--- src/rtl/player_motion_pkg.sv ---
// Shared fixed-point types, FSM states and direction-table helpers for the player pose updater.
// Poses are signed Q6.10; the map is a 16x16 grid of 1.0-wide cells.
package player_motion_pkg;

    localparam int Qn           = 10;
    localparam int SF           = 1 << Qn;
    localparam int HEADING_BITS = 6;
    localparam int MAP_BITS     = 4;

    typedef logic signed [15:0]       fixed_t;
    typedef logic [HEADING_BITS-1:0]  heading_t;
    typedef logic [MAP_BITS-1:0]      cell_t;

    typedef enum logic [2:0] {
        S_IDLE,
        S_CALC,
        S_CHK_X,
        S_CHK_Y,
        S_COMMIT
    } state_e;

    // First quadrant of sin(k*2pi/64) scaled by 1024, k = 0..16.
    function automatic fixed_t quarter_sin(input logic [4:0] k);
        case (k)
            5'd0:    return 16'sd0;
            5'd1:    return 16'sd100;
            5'd2:    return 16'sd200;
            5'd3:    return 16'sd297;
            5'd4:    return 16'sd392;
            5'd5:    return 16'sd483;
            5'd6:    return 16'sd569;
            5'd7:    return 16'sd650;
            5'd8:    return 16'sd724;
            5'd9:    return 16'sd792;
            5'd10:   return 16'sd851;
            5'd11:   return 16'sd903;
            5'd12:   return 16'sd946;
            5'd13:   return 16'sd980;
            5'd14:   return 16'sd1004;
            5'd15:   return 16'sd1019;
            default: return 16'sd1024;
        endcase
    endfunction

    function automatic fixed_t dir_sin(input heading_t h);
        logic [4:0] k;
        fixed_t     mag;
        k   = {1'b0, h[3:0]};
        mag = h[4] ? quarter_sin(5'd16 - k) : quarter_sin(k);
        return h[5] ? -mag : mag;
    endfunction

    function automatic fixed_t half(input fixed_t v);
        return v >>> 1;
    endfunction

    function automatic logic signed [16:0] ext17(input fixed_t v);
        return {v[15], v};
    endfunction

    // Anything negative or at/after 16.0 lies outside the map.
    function automatic logic is_oob(input fixed_t v);
        return v[15:14] != 2'b00;
    endfunction

endpackage

--- src/rtl/player_motion_if.sv ---
// Map ROM access port: request/grant arbitration plus combinational cell data.
// Handshake: map_req stays high until a cycle with map_gnt high; map_val is sampled in that cycle.
interface player_motion_if;
    import player_motion_pkg::*;

    logic       map_req;
    logic       map_gnt;
    cell_t      map_col;
    cell_t      map_row;
    logic [1:0] map_val;

    modport master (output map_req, map_col, map_row, input map_gnt, map_val);
    modport slave  (input map_req, map_col, map_row, output map_gnt, map_val);

endinterface

--- src/rtl/player_motion_dir_lut.sv ---
// Heading index to unit direction vector (cos, sin) in Q6.10, folded from a quarter-wave table.
module player_motion_dir_lut
    import player_motion_pkg::*;
(
    input  heading_t heading_i,
    output fixed_t   cos_o,
    output fixed_t   sin_o
);

    assign sin_o = dir_sin(heading_i);
    assign cos_o = dir_sin(heading_i + heading_t'(16));

endmodule

--- src/rtl/player_motion.sv ---
// Per-frame pose updater: turn, then move/strafe with per-axis wall and bounds checks,
// committing position, facing and camera plane together in one cycle.
module player_motion
    import player_motion_pkg::*;
#(
    parameter int START_CELL_X  = 1,
    parameter int START_CELL_Y  = 11,
    parameter int START_HEADING = 48,
    parameter int STEP_SHIFT    = 7
) (
    input  logic   clk,
    input  logic   reset,
    input  logic   start,
    input  logic   moveL,
    input  logic   moveR,
    input  logic   moveF,
    input  logic   moveB,
    input  logic   turnL,
    input  logic   turnR,
    player_motion_if.master map,
    output fixed_t playerX,
    output fixed_t playerY,
    output fixed_t facingX,
    output fixed_t facingY,
    output fixed_t vplaneX,
    output fixed_t vplaneY,
    output logic   busy,
    output logic   done,
    output state_e state_dbg
);

    localparam fixed_t   RST_PX = fixed_t'((START_CELL_X << Qn) + SF / 2);
    localparam fixed_t   RST_PY = fixed_t'((START_CELL_Y << Qn) + SF / 2);
    localparam heading_t RST_H  = heading_t'(START_HEADING);
    localparam fixed_t   RST_FX = dir_sin(RST_H + heading_t'(16));
    localparam fixed_t   RST_FY = dir_sin(RST_H);
    localparam fixed_t   RST_VX = half(-RST_FY);
    localparam fixed_t   RST_VY = half(RST_FX);

    state_e   state_q;
    heading_t heading_q, heading_d;
    fixed_t   px_q, py_q, fx_q, fy_q, vx_q, vy_q;
    fixed_t   wfx_q, wfy_q, wvx_q, wvy_q;
    fixed_t   cx_q, cy_q, nx_q;
    logic     busy_q, done_q, req_q;
    cell_t    col_q, row_q;

    fixed_t              lut_cos, lut_sin, vpx_d, vpy_d, cx_d, cy_d, nx_d, ny_d;
    logic signed [16:0]  sum_x, sum_y;
    logic                wall;

    player_motion_dir_lut u_lut (
        .heading_i (heading_d),
        .cos_o     (lut_cos),
        .sin_o     (lut_sin)
    );

    // Movement uses the post-turn heading, so the LUT is fed the next heading.
    always_comb begin
        heading_d = heading_q;
        if (turnL)      heading_d = heading_q - heading_t'(1);
        else if (turnR) heading_d = heading_q + heading_t'(1);

        vpx_d = half(-lut_sin);
        vpy_d = half(lut_cos);

        sum_x = '0;
        sum_y = '0;
        if (moveF) begin
            sum_x = ext17(lut_cos);
            sum_y = ext17(lut_sin);
        end else if (moveB) begin
            sum_x = -ext17(lut_cos);
            sum_y = -ext17(lut_sin);
        end
        if (moveL) begin
            sum_x = sum_x - (ext17(vpx_d) <<< 1);
            sum_y = sum_y - (ext17(vpy_d) <<< 1);
        end else if (moveR) begin
            sum_x = sum_x + (ext17(vpx_d) <<< 1);
            sum_y = sum_y + (ext17(vpy_d) <<< 1);
        end

        cx_d = px_q + fixed_t'(sum_x >>> STEP_SHIFT);
        cy_d = py_q + fixed_t'(sum_y >>> STEP_SHIFT);

        wall = map.map_val != 2'd0;
        nx_d = (is_oob(cx_q) || wall) ? px_q : cx_q;
        ny_d = (is_oob(cy_q) || wall) ? py_q : cy_q;
    end

    always_ff @(posedge clk or posedge reset) begin
        if (reset) begin
            state_q   <= S_IDLE;
            heading_q <= RST_H;
            px_q      <= RST_PX;
            py_q      <= RST_PY;
            fx_q      <= RST_FX;
            fy_q      <= RST_FY;
            vx_q      <= RST_VX;
            vy_q      <= RST_VY;
            wfx_q     <= '0;
            wfy_q     <= '0;
            wvx_q     <= '0;
            wvy_q     <= '0;
            cx_q      <= '0;
            cy_q      <= '0;
            nx_q      <= '0;
            busy_q    <= 1'b0;
            done_q    <= 1'b0;
            req_q     <= 1'b0;
            col_q     <= '0;
            row_q     <= '0;
        end else begin
            done_q <= 1'b0;
            case (state_q)
                S_IDLE: begin
                    if (start) begin
                        busy_q  <= 1'b1;
                        state_q <= S_CALC;
                    end
                end
                S_CALC: begin
                    heading_q <= heading_d;
                    wfx_q     <= lut_cos;
                    wfy_q     <= lut_sin;
                    wvx_q     <= vpx_d;
                    wvy_q     <= vpy_d;
                    cx_q      <= cx_d;
                    cy_q      <= cy_d;
                    req_q     <= ~is_oob(cx_d);
                    col_q     <= cx_d[13:10];
                    row_q     <= py_q[13:10];
                    state_q   <= S_CHK_X;
                end
                // An out-of-bounds candidate never asks for the map, so no grant is awaited.
                S_CHK_X: begin
                    if (is_oob(cx_q) || map.map_gnt) begin
                        nx_q    <= nx_d;
                        req_q   <= ~is_oob(cy_q);
                        col_q   <= nx_d[13:10];
                        row_q   <= cy_q[13:10];
                        state_q <= S_CHK_Y;
                    end
                end
                S_CHK_Y: begin
                    if (is_oob(cy_q) || map.map_gnt) begin
                        px_q    <= nx_q;
                        py_q    <= ny_d;
                        fx_q    <= wfx_q;
                        fy_q    <= wfy_q;
                        vx_q    <= wvx_q;
                        vy_q    <= wvy_q;
                        req_q   <= 1'b0;
                        busy_q  <= 1'b0;
                        done_q  <= 1'b1;
                        state_q <= S_COMMIT;
                    end
                end
                S_COMMIT: state_q <= S_IDLE;
                default:  state_q <= S_IDLE;
            endcase
        end
    end

    assign playerX     = px_q;
    assign playerY     = py_q;
    assign facingX     = fx_q;
    assign facingY     = fy_q;
    assign vplaneX     = vx_q;
    assign vplaneY     = vy_q;
    assign busy        = busy_q;
    assign done        = done_q;
    assign state_dbg   = state_q;
    assign map.map_req = req_q;
    assign map.map_col = col_q;
    assign map.map_row = row_q;

endmodule

--- src/flat_wrapper.sv ---
// flat-port wrapper written by rule: the top's interface ports become plain ports
module player_motion_flat import player_motion_pkg::*;
#(
    parameter int START_CELL_X  = 1,
    parameter int START_CELL_Y  = 11,
    parameter int START_HEADING = 48,
    parameter int STEP_SHIFT    = 7
)
  (clk, reset, start, moveL, moveR, moveF, moveB, turnL, turnR, playerX, playerY, facingX, facingY, vplaneX, vplaneY, busy, done, state_dbg, map_map_req, map_map_col, map_map_row, map_map_gnt, map_map_val);
  player_motion_if map_i ();
  input  logic clk;
  input  logic reset;
  input  logic start;
  input  logic moveL;
  input  logic moveR;
  input  logic moveF;
  input  logic moveB;
  input  logic turnL;
  input  logic turnR;
  output fixed_t playerX;
  output fixed_t playerY;
  output fixed_t facingX;
  output fixed_t facingY;
  output fixed_t vplaneX;
  output fixed_t vplaneY;
  output logic busy;
  output logic done;
  output state_e state_dbg;
  output wire logic [$bits(map_i.map_req)-1:0] map_map_req;
  output wire logic [$bits(map_i.map_col)-1:0] map_map_col;
  output wire logic [$bits(map_i.map_row)-1:0] map_map_row;
  input wire logic [$bits(map_i.map_gnt)-1:0] map_map_gnt;
  input wire logic [$bits(map_i.map_val)-1:0] map_map_val;
  assign map_map_req = map_i.map_req;
  assign map_map_col = map_i.map_col;
  assign map_map_row = map_i.map_row;
  assign map_i.map_gnt = map_map_gnt;
  assign map_i.map_val = map_map_val;
  player_motion #(.START_CELL_X(START_CELL_X), .START_CELL_Y(START_CELL_Y), .START_HEADING(START_HEADING), .STEP_SHIFT(STEP_SHIFT)) u_core (.clk(clk), .reset(reset), .start(start), .moveL(moveL), .moveR(moveR), .moveF(moveF), .moveB(moveB), .turnL(turnL), .turnR(turnR), .map(map_i), .playerX(playerX), .playerY(playerY), .facingX(facingX), .facingY(facingY), .vplaneX(vplaneX), .vplaneY(vplaneY), .busy(busy), .done(done), .state_dbg(state_dbg));
endmodule
--- config.mk ---
export PLATFORM = sky130hd
export DESIGN_NAME = player_motion_flat
export DESIGN_NICKNAME = d
export VERILOG_FILES = /design/src/rtl/player_motion_pkg.sv /design/src/rtl/player_motion_if.sv /design/src/rtl/player_motion_dir_lut.sv /design/src/rtl/player_motion.sv /design/src/flat_wrapper.sv
export SDC_FILE = /design/constraint.sdc
export NUM_CORES = 1
export LEC_CHECK = 0
export BUFFER_PORTS_ARGS = -buffer_cell sky130_fd_sc_hd__buf_4
export CORE_ASPECT_RATIO = 2
export CORE_MARGIN = 2
export CORE_UTILIZATION = 55
export CTS_CLUSTER_SIZE = 40
export DETAILED_ROUTE_END_ITERATION = 6
export PLACE_DENSITY = 0.77
export SYNTH_ARGS = -nofsm -noshare
export SYNTH_HDL_FRONTEND = slang
export SYNTH_HIERARCHICAL = 1
export SYNTH_SLANG_ARGS = --single-unit
--- constraint.sdc ---
create_clock -name clk -period 9.1 [get_ports clk]
set_input_delay 2.73 -clock clk [delete_from_list [all_inputs] [get_ports clk]]
set_output_delay 2.73 -clock clk [all_outputs]
set_load 0.005 [all_outputs]
# Word-level counts from Yosys, hierarchy flattened

Memories as Yosys holds them, arrays and structs flattened.
Index checks and enable logic that the tools add are counted.
Widths: inputs -> output; s select.

Add/sub/neg operators: 16
Equal/unequal tests: 6
Muxes and demuxes: 32
Bitwise logic cells: 3
Reductions and logical operators: 19

Operator list:

| cell                | number |
|---|---|
| $mux 17             | 8 |
| $mux 16             | 7 |
| $neg 16->16         | 3 |
| $add 17x16->17      | 2 |
| $neg 16->17         | 2 |
| $sub 17x16->17      | 2 |
| $add 16x10->16      | 2 |
| $pmux 4 s2          | 2 |
| $mux 6              | 2 |
| $pmux 3 s4          | 1 |
| $reduce_and 3->1    | 4 |
| $reduce_bool 2->1   | 6 |
| $sub 5x4->5 const A | 2 |
| $mux 3              | 3 |
| $mux 4              | 2 |
| $add 6x1->6 const B | 1 |
| $add 6x5->6 const B | 1 |
| $eq 3x2->1 const B  | 2 |
| $reduce_and 2->1    | 3 |
| $sub 6x1->6 const B | 1 |
| $mux 1              | 5 |
| $logic_or 1x1->1    | 4 |
| $ne 2x1->1 const B  | 2 |
| $eq 3x1->1 const B  | 1 |
| 6 further kinds     | 8 |

Flip-flop bits (word level): 224
ROM bits: 640
Input bits: 12
Output and inout port bits: 110
Word-level logic and storage cells: 100
Memories kept: 4

Memories:

| name            | depth | bits a word | rd ports | clocked after memory_dff | wr ports | RTL line                | text |
|---|---|---|---|---|---|---|---|
| (no name shown) | 16    | 10          | 1        | 0                        | 0        | player_motion_pkg.sv:24 | `case (k)` |
| (no name shown) | 16    | 10          | 1        | 0                        | 0        | player_motion_pkg.sv:24 |  |
| (no name shown) | 16    | 10          | 1        | 0                        | 0        | player_motion_pkg.sv:24 |  |
| (no name shown) | 16    | 10          | 1        | 0                        | 0        | player_motion_pkg.sv:24 |  |

# Logic depth before layout (Yosys ltp)

Gate-level depths: netlist of run 1.
An unclocked memory read counts as a cell.

Depth in word-level cells: 20
Depth in mapped cells: 48
Mapped depth without buffers: 44

# Hierarchy

The synthesis of run 1 kept the hierarchy.

Modules (own cells, without submodules):

| module                | instances | cells an instance | area an instance (um^2) | seq. area each (um^2) |
|---|---|---|---|---|
| player_motion         | 1         | 1456              | 12487.0                 | 4873.4 |
| player_motion_dir_lut | 1         | 249               | 1819.2                  | 0.0 |

# Least setup slack after synthesis of run 1

No wires, ideal clock.

Kind: input port to flip-flop
Start: input turnL
End: register u_core.cy_q[15]
Setup time: 129 ps
Arrival: 11539 ps
Data required time: 8971 ps
Path slack: -2568 ps
Stages on the path: 44
Buffers on the path: 5
Cells stage by stage: inv_1 > o21ai_0 > buf_2 > inv_1 > ha_1 > ha_1 > clkbuf_1 > a21oi_1 > o32a_1 > nand2b_1 > nand2_1 > o21ai_0 > ha_1 > inv_1 > nand2_1 > xnor2_1 > clkbuf_1 > nor4_4 > [... 8 more ...] > or4b_2 > a21oi_1 > nor3_1 > o21ba_2 > o21ai_0 > xor2_1 > a211o_1 > o21ai_1 > ha_1 > and2_1 > o21ai_0 > a31oi_1 > nand4_1 > nand4_1 > a21oi_1 > xnor2_1 > xnor2_1 > o21ai_1

Longest elaborated chain between the ends: 14
Elaborated cells on any way between the ends: 24
Classes of those cells: 9 x add/sub; 11 x mux; 4 x memory

RTL lines:

| element                 | RTL line                | text |
|---|---|---|
| start: declaration      | flat_wrapper.sv:18      | `input logic turnL;` |
| $mux 6 *                | player_motion.sv:61     | `if (turnL) heading_d = heading_q - heading_t'(1);` |
| via u_core.heading_d[1] | player_motion.sv:41     | `heading_t heading_q, heading_d;` |
| $sub 5x4->5             | player_motion_pkg.sv:49 | `mag = h[4] ? quarter_sin(5'd16 - k) : quarter_sin(k);` |
| $mem_v2 16x10           | --                      |  |
| $mux 16                 | player_motion_pkg.sv:24 |  |
| $mux 16 *               | player_motion_pkg.sv:49 |  |
| $neg 16->16             | player_motion_pkg.sv:50 | `return h[5] ? -mag : mag;` |
| $mux 16 *               | player_motion_pkg.sv:50 |  |
| via u_core.lut_sin[2]   | player_motion.sv:48     | `fixed_t lut_cos, lut_sin, vpx_d, vpy_d, cx_d, cy_d, nx_d, ny_d;` |
| $neg 16->17             | player_motion.sv:74     | `sum_y = -ext17(lut_sin);` |
| $mux 17                 | player_motion.sv:72     | `end else if (moveB) begin` |
| $mux 17 *               | player_motion.sv:69     | `if (moveF) begin` |
| $add 17x16->17          | player_motion.sv:81     | `sum_y = sum_y + (ext17(vpy_d) <<< 1);` |
| $mux 17                 | player_motion.sv:79     | `end else if (moveR) begin` |
| $mux 17 *               | player_motion.sv:76     | `if (moveL) begin` |
| $add 16x10->16 *        | player_motion.sv:85     | `cy_d = py_q + fixed_t'(sum_y >>> STEP_SHIFT);` |
| end signal: assignment  | player_motion.sv:130    | `cy_q <= cy_d;` |
| end: declaration        | player_motion.sv:44     | `fixed_t cx_q, cy_q, nx_q;` |

The timed path passes the listed nets; every way through them passes the cells marked *.
A chain may end at the register's enable or synchronous reset.

# Worst setup path in the final report of run 1

Start: input turnR
End: register u_core.col_q[2] (netlist: u_core/map.map_col[2])

Elaborated cells on any way between the ends: 27
Classes of those cells: 10 x add/sub; 13 x mux; 4 x memory

RTL lines:

| element                 | RTL line                | text |
|---|---|---|
| start: declaration      | flat_wrapper.sv:19      | `input logic turnR;` |
| $mux 6 *                | player_motion.sv:62     | `else if (turnR) heading_d = heading_q + heading_t'(1);` |
| $mux 6 *                | player_motion.sv:61     |  |
| via u_core.heading_d[1] | player_motion.sv:41     |  |
| $sub 5x4->5             | player_motion_pkg.sv:49 |  |
| $mem_v2 16x10           | --                      |  |
| $mux 16                 | player_motion_pkg.sv:24 |  |
| $mux 16 *               | player_motion_pkg.sv:49 |  |
| $neg 16->16             | player_motion_pkg.sv:50 |  |
| $mux 16 *               | player_motion_pkg.sv:50 |  |
| via u_core.lut_sin[2]   | player_motion.sv:48     |  |
| $neg 16->16 *           | player_motion.sv:64     | `vpx_d = half(-lut_sin);` |
| via u_core.vpx_d[7]     | player_motion.sv:48     |  |
| $add 17x16->17          | player_motion.sv:80     | `sum_x = sum_x + (ext17(vpx_d) <<< 1);` |
| $mux 17                 | player_motion.sv:79     |  |
| $mux 17 *               | player_motion.sv:76     |  |
| $add 16x10->16 *        | player_motion.sv:84     | `cx_d = px_q + fixed_t'(sum_x >>> STEP_SHIFT);` |
| $pmux 4 s2 *            | player_motion.sv:116    | `case (state_q)` |
| end signal: assignment  | player_motion.sv:132    | `col_q <= cx_d[13:10];` |
| end signal: assignment  | player_motion.sv:141    | `col_q <= nx_d[13:10];` |
| end: declaration        | player_motion.sv:46     | `cell_t col_q, row_q;` |

Marked as above.

==> run_results.csv, run 1 <==
group,metric,value,unit
worst_setup_path,startpoint_type,"input pin",
worst_setup_path,startpoint,"turnR",
floorplan,rows,83,
status,violations,"setup timing",
place,place_inst,2444,
layout,nFillCells,1618,
worst_setup_path,slowest_delay,0.40,ns
floorplan,fp.dieW,118,um
layout,area_growth,43.3,%
sta,relSlewSlack,0.186,
clock_network,cts_root_buf,"clkbuf_16",
synthesis,synthTopCellsByArea,"dfrtp_1, nand2_1, ha_1, o21ai_0, xnor2_1",
layout,drive_gt1_frac,0.414,
clock_network,hold_buffers,0,
sta,min_period_over_period,1.11,
hold_path,hold_path.class,"flip-flop to flip-flop",
clock_network,cts_made_buffers,17,
global_route,grt_pass1_wl,72.9,mm
synthesis,yosysSeqAreaShare,0.341,
synthesis,yosysUniqueCellTypes,108,
clock_network,clock_path_buffers,2,
status,status,"finished, violations left",
synthesis,synth_area_leader_cell,"dfrtp_1",
clock_network,numClockSinks,194,
global_route,grt_start_max_net_pins,116,
worst_setup_path,slowest_stage,"o32a_1",
worst_setup_path,critPathTopFamily,"simple AND/OR/NAND/NOR gates",
sta,tightest_slew,1.22,ns
drt,drt-total-wl,51.3,mm
worst_setup_path,r2r_start,"u_core/heading_q[0]",
clock_network,insertion_delay,0.46,ns
clock_network,clk_pin_slew,0.07,ns
layout,multi_input_area,10000,um2
sta,hold_violations,0,
worst_setup_path,critical_path_buf_inv_count,9,
sta,finalSetupViolations,26,
layout,antenna_cells,0,
sta,slew_viol_final,0,
clock_network,cts_max_level,4,
global_route,antenna_found_initial,0,
layout,final_cells,2528,
synthesis,syn_area_per_cell,8.39,um2
synthesis,synth_common_cells,"nand2_1, dfrtp_1, o21ai_0",
worst_setup_path,crit_cells,42,
synthesis,yosys.area_share.xor_xnor,0.0505,
synthesis,ys.flop_type,"dfrtp_1",
worst_setup_path,cp.required,9.42,ns
place,gp_congestion,0.995,
floorplan,core,25700,um2
layout,fin_nets,2291,
worst_setup_path,worstSetupPathType,"input pin to flip-flop",
synthesis,synth_edf_count,0,
synthesis,synth-adder-area-share,0.0920,
synthesis,synth-compound-area-share,0.189,
drt,drt_iter0_markers,1375,
layout,regArea,4870,um2
worst_setup_path,arrival,10.45,ns
sta,min_period,10.13,ns
synthesis,synth.most_common_cell,"nand2_1",
synthesis,yosys.area_share.simple,0.212,
hold_path,hold_path_startpoint,"u_core/facingY[10]",
drt,drtPass1Iterations,6,
place,dpl.hpwl,34.4,mm
synthesis,synth_area,14300,um2
global_route,track_usage,0.338,
floorplan,ios,122,
clock_network,cts_tree,"yes",
place,io_buffers,121,
floorplan,die_h,232,um
drt,drc_errors,0,
floorplan,die-area,27400,um2
synthesis,ys_warn_count,6,
global_route,grt_remaining_overflow,0,
synthesis,syn-num-nets,1821,
sta,fmax,98.7,MHz
flow_run,maxCapViolCount,0,
global_route,grt_pass1_vias,15000,
synthesis,synth_top_area_share,0.313,
synthesis,async_reset_ff_frac,1.00,
worst_setup_path,r2r_cells,42,
synthesis,ys_seq_elements,194,
sta,rsz0062_at_grt,"true",
worst_setup_path,end_kind,"flip-flop",
drt,drt-wirelength-per-cell,20.3,um
floorplan,initial_utilization,0.558,
synthesis,synth_top_family_by_area,"simple AND/OR/NAND/NOR gates",
drt,final_antenna_net_count,0,
sta,finClkSkew,0.0104,ns
worst_setup_path,cp_max_fo,7,
drt,vias_per_cell,6.00,
drt,via_count,15200,
sta,setup_ws,-1.03,ns
synthesis,synth_mux_area_frac,0.0592,
synthesis,synthCells,1705,
hold_path,hold_depth,2,
[area by class of cell]
cell class | count | share of cell area
multi-input cells | 1324 | 0.489
flip-flops and latches | 194 | 0.238
repair buffers | 554 | 0.208
clock buffers | 19 | 0.0216
well taps | 340 | 0.0207
inverters | 84 | 0.0158
clock inverters | 13 | 0.00683
[layout by cell type (no fill, tap or decap), drive strengths merged, types with 14 or more instances in the layout]
cell type / synthesis / routed
nor3: 41 / 41
xor2: 27 / 27
inv: 81 / 89
ha: 102 / 102
xnor2: 52 / 52
nand2: 361 / 361
or3: 23 / 23
a211oi: 14 / 14
o21ai: 159 / 159
nand3: 22 / 22
mux2: 39 / 39
nor2: 95 / 95
a21oi: 86 / 86
dfstp: 15 / 15
a21o: 18 / 18
o211ai: 15 / 15
nand2b: 20 / 20
mux2i: 36 / 36
buf: 39 / 554
dfrtp: 179 / 179
clkbuf: 64 / 19
[stage by stage]
stage                     cell area [um2]  setup TNS [ns]  hold WS (ns)  setup slack (ns)  utilization
after floorplan                     14700          -19.97         0.433             -1.30            -
after global placement              18400          -28.13         0.445             -1.40        0.718
after detailed placement            18400          -36.70         0.450             -1.71        0.718
after CTS                           19600          -10.47         0.466            -0.793        0.764
after global routing                20500          -23.78         0.480             -1.31        0.799
final                               20500          -15.55         0.463             -1.03        0.799
[path summary, 6_finish.rpt]
| check | to | slack, ns |
|---|---|---|
| hold / removal | u_core/facingY[10] | 0.46 |
| min in group asynchronous | u_core/nx_q[0] | 2.41 |
| hold reg to reg | u_core/facingY[10] | 0.46 |
| setup reg to reg | u_core/map.map_col[2] | 0.42 |
| setup / recovery | u_core/map.map_col[2] | -1.03 |
| max in group asynchronous | u_core/wfx_q[12] | 5.12 |
[logic make-up after synthesis]
kind of cell	after synthesis
buf+inv	187
compound gates	416
simple gates	648
mux	76
xor+xnor	80
flops	194
fa+ha+maj	104
[repair_timing]
item,in CTS,in global routing
pin swaps,55,81
gates cloned,0,0
resized for setup,100,156
endpoints found under the setup margin,28,30
setup buffers,20,33
[routing by layer]
| layer | routed length (um) | up-vias | track usage |
|---|---|---|---|
| li1 | - | 6846 | - |
| met1 | 16300 | 7272 | 0.313 |
| met2 | 27600 | 727 | 0.651 |
| met3 | 2420 | 313 | 0.0432 |
| met4 | 4960 | 0 | 0.271 |
| met5 | 0 | - | 0 |
[worst min-delay path, cell delays in order, from the launching register on]
cell and delay (ns):
dfstp_2 0.37, nand2_1 0.05, nand2_1 0.05
Power of run 1 is not shown: default switching activity piles up to over one toggle a cycle in this logic, so the estimate is an artifact.
==> run 2, diff against run 1 <==
- BUFFER_PORTS_ARGS: -buffer_cell sky130_fd_sc_hd__buf_4 -> default
- DONT_BUFFER_PORTS: default -> 1
- PLACE_DENSITY: 0.77 -> 0.73
==> run 2 against run 1 <==
Net effect:
- the run still ends with setup timing left
- sequential share of layout area increased by 0.63 points
- utilization decreased by 2.0 points
- non-clock buffer count decreased by 97
==> run_results.csv, run 2 (synthesis results as in run 1) <==
group,metric,value,unit
clock_network,cts_tree,"yes",
floorplan,die_h,232,um
sta,finalSetupViolations,24,
hold_path,hold_path.class,"flip-flop to flip-flop",
worst_setup_path,cp.required,9.45,ns
drt,final_antenna_net_count,0,
clock_network,cts_root_buf,"clkbuf_16",
layout,regArea,4870,um2
status,violations,"setup timing",
sta,tightest_slew,1.18,ns
global_route,grt_pass1_vias,14700,
worst_setup_path,slowest_delay,0.44,ns
drt,vias_per_cell,6.03,
clock_network,clock_path_buffers,2,
floorplan,ios,122,
clock_network,hold_buffers,0,
worst_setup_path,arrival,10.61,ns
sta,tns,-15.02,ns
global_route,track_usage,0.337,
worst_setup_path,end_kind,"flip-flop",
worst_setup_path,slowest_stage,"or3_1",
worst_setup_path,r2r_slack,0.28,ns
layout,nFillCells,1659,
drt,drc_errors,0,
drt,via_count,14700,
clock_network,clk_pin_slew,0.08,ns
global_route,grt_remaining_overflow,0,
layout,area_growth,39.6,%
worst_setup_path,startpoint_type,"input pin",
drt,drtPass1Iterations,5,
sta,fmax,97.5,MHz
layout,antenna_cells,0,
sta,min_period,10.25,ns
layout,final_util,0.779,
flow_run,maxCapViolCount,0,
worst_setup_path,worstSetupPathType,"input pin to flip-flop",
place,gp_congestion,0.986,
global_route,grt_start_max_net_pins,122,
place,dpl.hpwl,34.1,mm
global_route,antenna_found_initial,0,
worst_setup_path,cp_max_fo,7,
layout,mostFrequentLayoutCell,"buf_4",
layout,fin_nets,2194,
clock_network,cts_made_buffers,17,
clock_network,insertion_delay,0.46,ns
floorplan,die-area,27400,um2
sta,min_period_over_period,1.13,
global_route,grt_pass1_wl,72.8,mm
floorplan,rows,83,
sta,rsz0062_at_grt,"true",
place,io_buffers,0,
sta,finClkSkew,0.0203,ns
layout,final_cell_mix,"buf_4, nand2_1, dfrtp_1",
sta,hold_violations,0,
clock_network,cts_max_level,4,
floorplan,core,25700,um2
drt,drt-total-wl,50.7,mm
drt,drt_iter0_markers,904,
sta,slew_viol_final,0,
layout,multi_input_area,10200,um2
clock_network,numClockSinks,194,
sta,setup_ws,-1.15,ns
worst_setup_path,crit_top_cell,"buf_4",
sta,relSlewSlack,0.213,
floorplan,initial_utilization,0.558,
drt,drt-wirelength-per-cell,20.9,um
layout,drive_gt1_frac,0.399,
status,status,"finished, violations left",
floorplan,fp.dieW,118,um
run 2: changes by cell type in the layout (fill, tap and decap cells not counted), moves of 4 or more:
cell,before,now
ha_2,7,3
buf_4,531,432
nor3_1,29,25
a211oi_1,9,5
o21bai_2,5,0
o21bai_1,6,10
a211oi_2,5,9
xnor2_1,33,29
o21ai_0,100,90
o21ai_2,14,28
run 2: layout make-up:
| class | instances | share of cell area |
|---|---|---|
| Clock buffer | 17 | 0.0213 |
| Clock inverter | 15 | 0.00858 |
| Inverter | 84 | 0.0162 |
| Multi-Input combinational cell | 1324 | 0.511 |
| Sequential cell | 194 | 0.244 |
| Tap cell | 340 | 0.0213 |
| Timing Repair Buffer | 457 | 0.177 |
run 2: path summary, 6_finish.rpt:
kind | startpoint | endpoint | depth (start not counted)
max in group asynchronous | reset | u_core/wfx_q[12] | 2
min in group asynchronous | reset | u_core/playerX[0] | 1
min | u_core/wfy_q[3] | u_core/facingY[3] | 2
max | turnR | u_core/map.map_req | 38
min reg2reg | u_core/wfy_q[3] | u_core/facingY[3] | 2
max reg2reg | u_core/heading_q[0] | u_core/map.map_req | 39
run 2: repair_timing:
action	4_1_cts	5_1_grt
pin swaps	46	101
buffers inserted	26	40
gates resized for setup	85	206
endpoints found under the setup margin	28	30
run 2: layer usage:
metal,track usage,vias up,routed length (um)
li1,-,6651,-
met1,0.301,7098,16000
met2,0.642,592,27400
met3,0.0484,311,2080
met4,0.300,0,5190
met5,0,-,0
run 2: critical path, delay by kind of cell:
family,cells,cell delay [ns]
compound gates,17,3.26
xor+xnor,1,0.30
fa+ha+maj,4,1.21
buf+inv,7,1.02
simple gates,9,2.06
run 2: per-stage QoR:
| stage | std cells | setup WS (ns) | instance area (um2) | hold WS [ns] |
|---|---|---|---|---|
| 2_1_floorplan | 1705 | -1.30 | 14700 | 0.433 |
| 3_3_place_gp | 2334 | -1.36 | 17600 | 0.446 |
| 3_5_place_dp | 2334 | -1.59 | 17600 | 0.451 |
| 4_1_cts | 2391 | -0.749 | 18700 | 0.464 |
| 5_1_grt | 2431 | -1.31 | 20000 | 0.480 |
| 6_report | 2431 | -1.15 | 20000 | 0.465 |
Power of run 2 is left out for the same reason.
==> run 3, diff against run 2 <==
- CTS_BUF_LIST: default -> sky130_fd_sc_hd__clkbuf_2
- SETUP_SLACK_MARGIN: default -> 0.02
- clock period: 9.1 -> 8.2 ns (I/O delays scaled with it)
==> run 3 against run 2 <==
Net effect:
- the flow still finishes with violations (setup timing)
- setup slack got worse by 0.15 ns
- final cell count increased by 2.3%
- clock skew increased by 0.054 ns
- non-clock buffer count increased by 54
- worst hold slack improved by 0.017 ns
- flip-flop and latch count unchanged
- sequential share of layout area decreased by 0.43 points
- first-iteration DRC count increased by 40%
- wire length increased by 6.9%
- critical path depth decreased by 3
- cell area increased by 1.8%
- critical endpoint is now u_core/cx_q[15]
- largest cell class unchanged
==> run_results.csv, run 3 (synthesis results as in run 1) <==
group,metric,value,unit
status,status,"finished, violations left",
status,violations,"setup timing",
sta,finClkSkew,0.0740,ns
place,gp_congestion,0.977,
clock_network,cts_tree,"yes",
floorplan,ios,122,
floorplan,die_h,232,um
sta,slew_viol_final,0,
worst_setup_path,crit_top_cell,"buf_4",
worst_setup_path,critical_path_buf_inv_count,8,
floorplan,die-area,27400,um2
layout,final_cell_mix,"buf_4, nand2_1, dfrtp_1",
global_route,grt_remaining_overflow,0,
floorplan,fp.dieW,118,um
clock_network,cts_made_buffers,17,
drt,drt-wirelength-per-cell,21.8,um
sta,finalSetupViolations,30,
worst_setup_path,cp_max_fo,6,
worst_setup_path,end_kind,"flip-flop",
worst_setup_path,r2r_cells,42,
worst_setup_path,r2r_start,"u_core/heading_q[0]",
place,dpl.hpwl,34.6,mm
sta,relSlewSlack,0.279,
place,io_buffers,0,
drt,drtPass1Iterations,6,
flow_run,maxCapViolCount,0,
clock_network,numClockSinks,194,
sta,fmax,105,MHz
worst_setup_path,slowest_stage,"a211oi_1",
worst_setup_path,slowest_delay,0.61,ns
layout,nFillCells,1590,
global_route,track_usage,0.366,
worst_setup_path,worstSetupPathType,"input pin to flip-flop",
sta,tightest_slew,1.08,ns
worst_setup_path,critPathTopFamily,"compound AO/OA/AOI/OAI gates",
floorplan,rows,83,
layout,mostFrequentLayoutCell,"buf_4",
global_route,grt_start_max_net_pins,131,
hold_path,hold_depth,2,
clock_network,insertion_delay,0.90,ns
worst_setup_path,startpoint,"turnL",
layout,area_growth,42.1,%
sta,rsz0062_at_grt,"true",
worst_setup_path,r2r_slack,-0.47,ns
drt,final_antenna_net_count,0,
drt,vias_per_cell,6.16,
worst_setup_path,startpoint_type,"input pin",
clock_network,cts_max_level,4,
floorplan,initial_utilization,0.558,
global_route,antenna_found_initial,2,
floorplan,core,25700,um2
hold_path,hold_path.class,"flip-flop to flip-flop",
drt,drt_iter0_markers,1264,
sta,hold_violations,0,
sta,min_period_over_period,1.16,
drt,drc_errors,0,
layout,drive_gt1_frac,0.422,
hold_path,min_to,"u_core/facingY[7]",
clock_network,clk_pin_slew,0.32,ns
sta,setup_ws,-1.31,ns
sta,whs,0.482,ns
clock_network,cts_root_buf,"clkbuf_2",
layout,fin_nets,2248,
worst_setup_path,arrival,10.28,ns
global_route,grt_pass1_wl,78.8,mm
global_route,grt_pass1_vias,15300,
clock_network,hold_buffers,0,
hold_path,hold_path_startpoint,"u_core/wfy_q[7]",
drt,drt-total-wl,54.2,mm
drt,via_count,15300,
worst_setup_path,cp.required,8.97,ns
worst_setup_path,rr_endpoint,"u_core/cx_q[15]",
sta,min_period,9.51,ns
clock_network,clock_path_buffers,2,
-- run 3: cell types whose count changed in the layout (fill, tap and decap cells not counted), moves of 6 or more --
cell | previous run | this run
ha_1 | 79 | 70
ha_4 | 20 | 26
buf_6 | 23 | 29
o21ai_1 | 39 | 48
buf_4 | 432 | 478
o21ai_2 | 28 | 19
clkbuf_2 | 0 | 19
clkbuf_16 | 17 | 0
-- run 3: cell type report --
| cell class | count | area, um2 | share of cell area |
|---|---|---|---|
| Inverter | 84 | 329 | 0.0162 |
| Tap cell | 340 | 425 | 0.0209 |
| Clock inverter | 13 | 198 | 0.00972 |
| Sequential cell | 194 | 4870 | 0.240 |
| Multi-Input combinational cell | 1324 | 10400 | 0.512 |
| Clock buffer | 19 | 95.1 | 0.00468 |
| Antenna cell | 1 | 2.50 | 0.000123 |
| Timing Repair Buffer | 511 | 4000 | 0.196 |
-- run 3: timing repair --
item,CTS,global route
hold endpoints to repair,0,0
pin swaps,95,88
endpoints found under the setup margin,28,34
setup buffers,76,36
gates resized for setup,169,162
-- run 3: per-layer routing --
| layer | up-vias | GRT usage | share of wire |
|---|---|---|---|
| met5 | - | 0 | 0.00028 |
| met2 | 745 | 0.684 | 0.52 |
| met4 | 2 | 0.312 | 0.11 |
| li1 | 6756 | - | - |
| met3 | 379 | 0.0693 | 0.053 |
| met1 | 7429 | 0.336 | 0.31 |
-- run 3: worst register-to-register path, delay by kind of cell (launching register included) --
kind | cells | cell delay (ns)
buffers and inverters | 6 | 0.77
XOR/XNOR | 3 | 0.80
flip-flops | 1 | 0.49
AO/OA/AOI/OAI | 19 | 3.10
AND/OR/NAND/NOR | 7 | 1.79
adder cells (fa/ha/maj) | 7 | 1.61
-- run 3: worst max-delay path by stage --
stage / endpoint / slack (ns) / cells past startpoint
5_1_grt: u_core/map.map_req / -1.43 / 37
3_5_place_dp: u_core/map.map_req / -2.24 / 37
3_3_place_gp: u_core/map.map_req / -2.04 / 37
2_1_floorplan: u_core/cy_q[15] / -1.93 / 45
6_report: u_core/cx_q[15] / -1.31 / 35
4_1_cts: u_core/map.map_req / -0.75 / 40
-- run 3: per-stage QoR --
| stage | std cells | cell area, um2 | setup slack, ns | util | TNS [ns] |
|---|---|---|---|---|---|
| 6_report | 2486 | 20300 | -1.31 | 0.793 | -24.36 |
| 5_1_grt | 2486 | 20300 | -1.43 | 0.793 | -29.20 |
| 4_1_cts | 2452 | 19300 | -0.747 | 0.752 | -11.35 |
| 3_5_place_dp | 2345 | 17700 | -2.24 | 0.691 | -52.96 |
| 3_3_place_gp | 2345 | 17700 | -2.04 | 0.691 | -47.68 |
| 2_1_floorplan | 1705 | 14700 | -1.93 | - | -39.32 |
Power of run 3 is left out for the same reason.
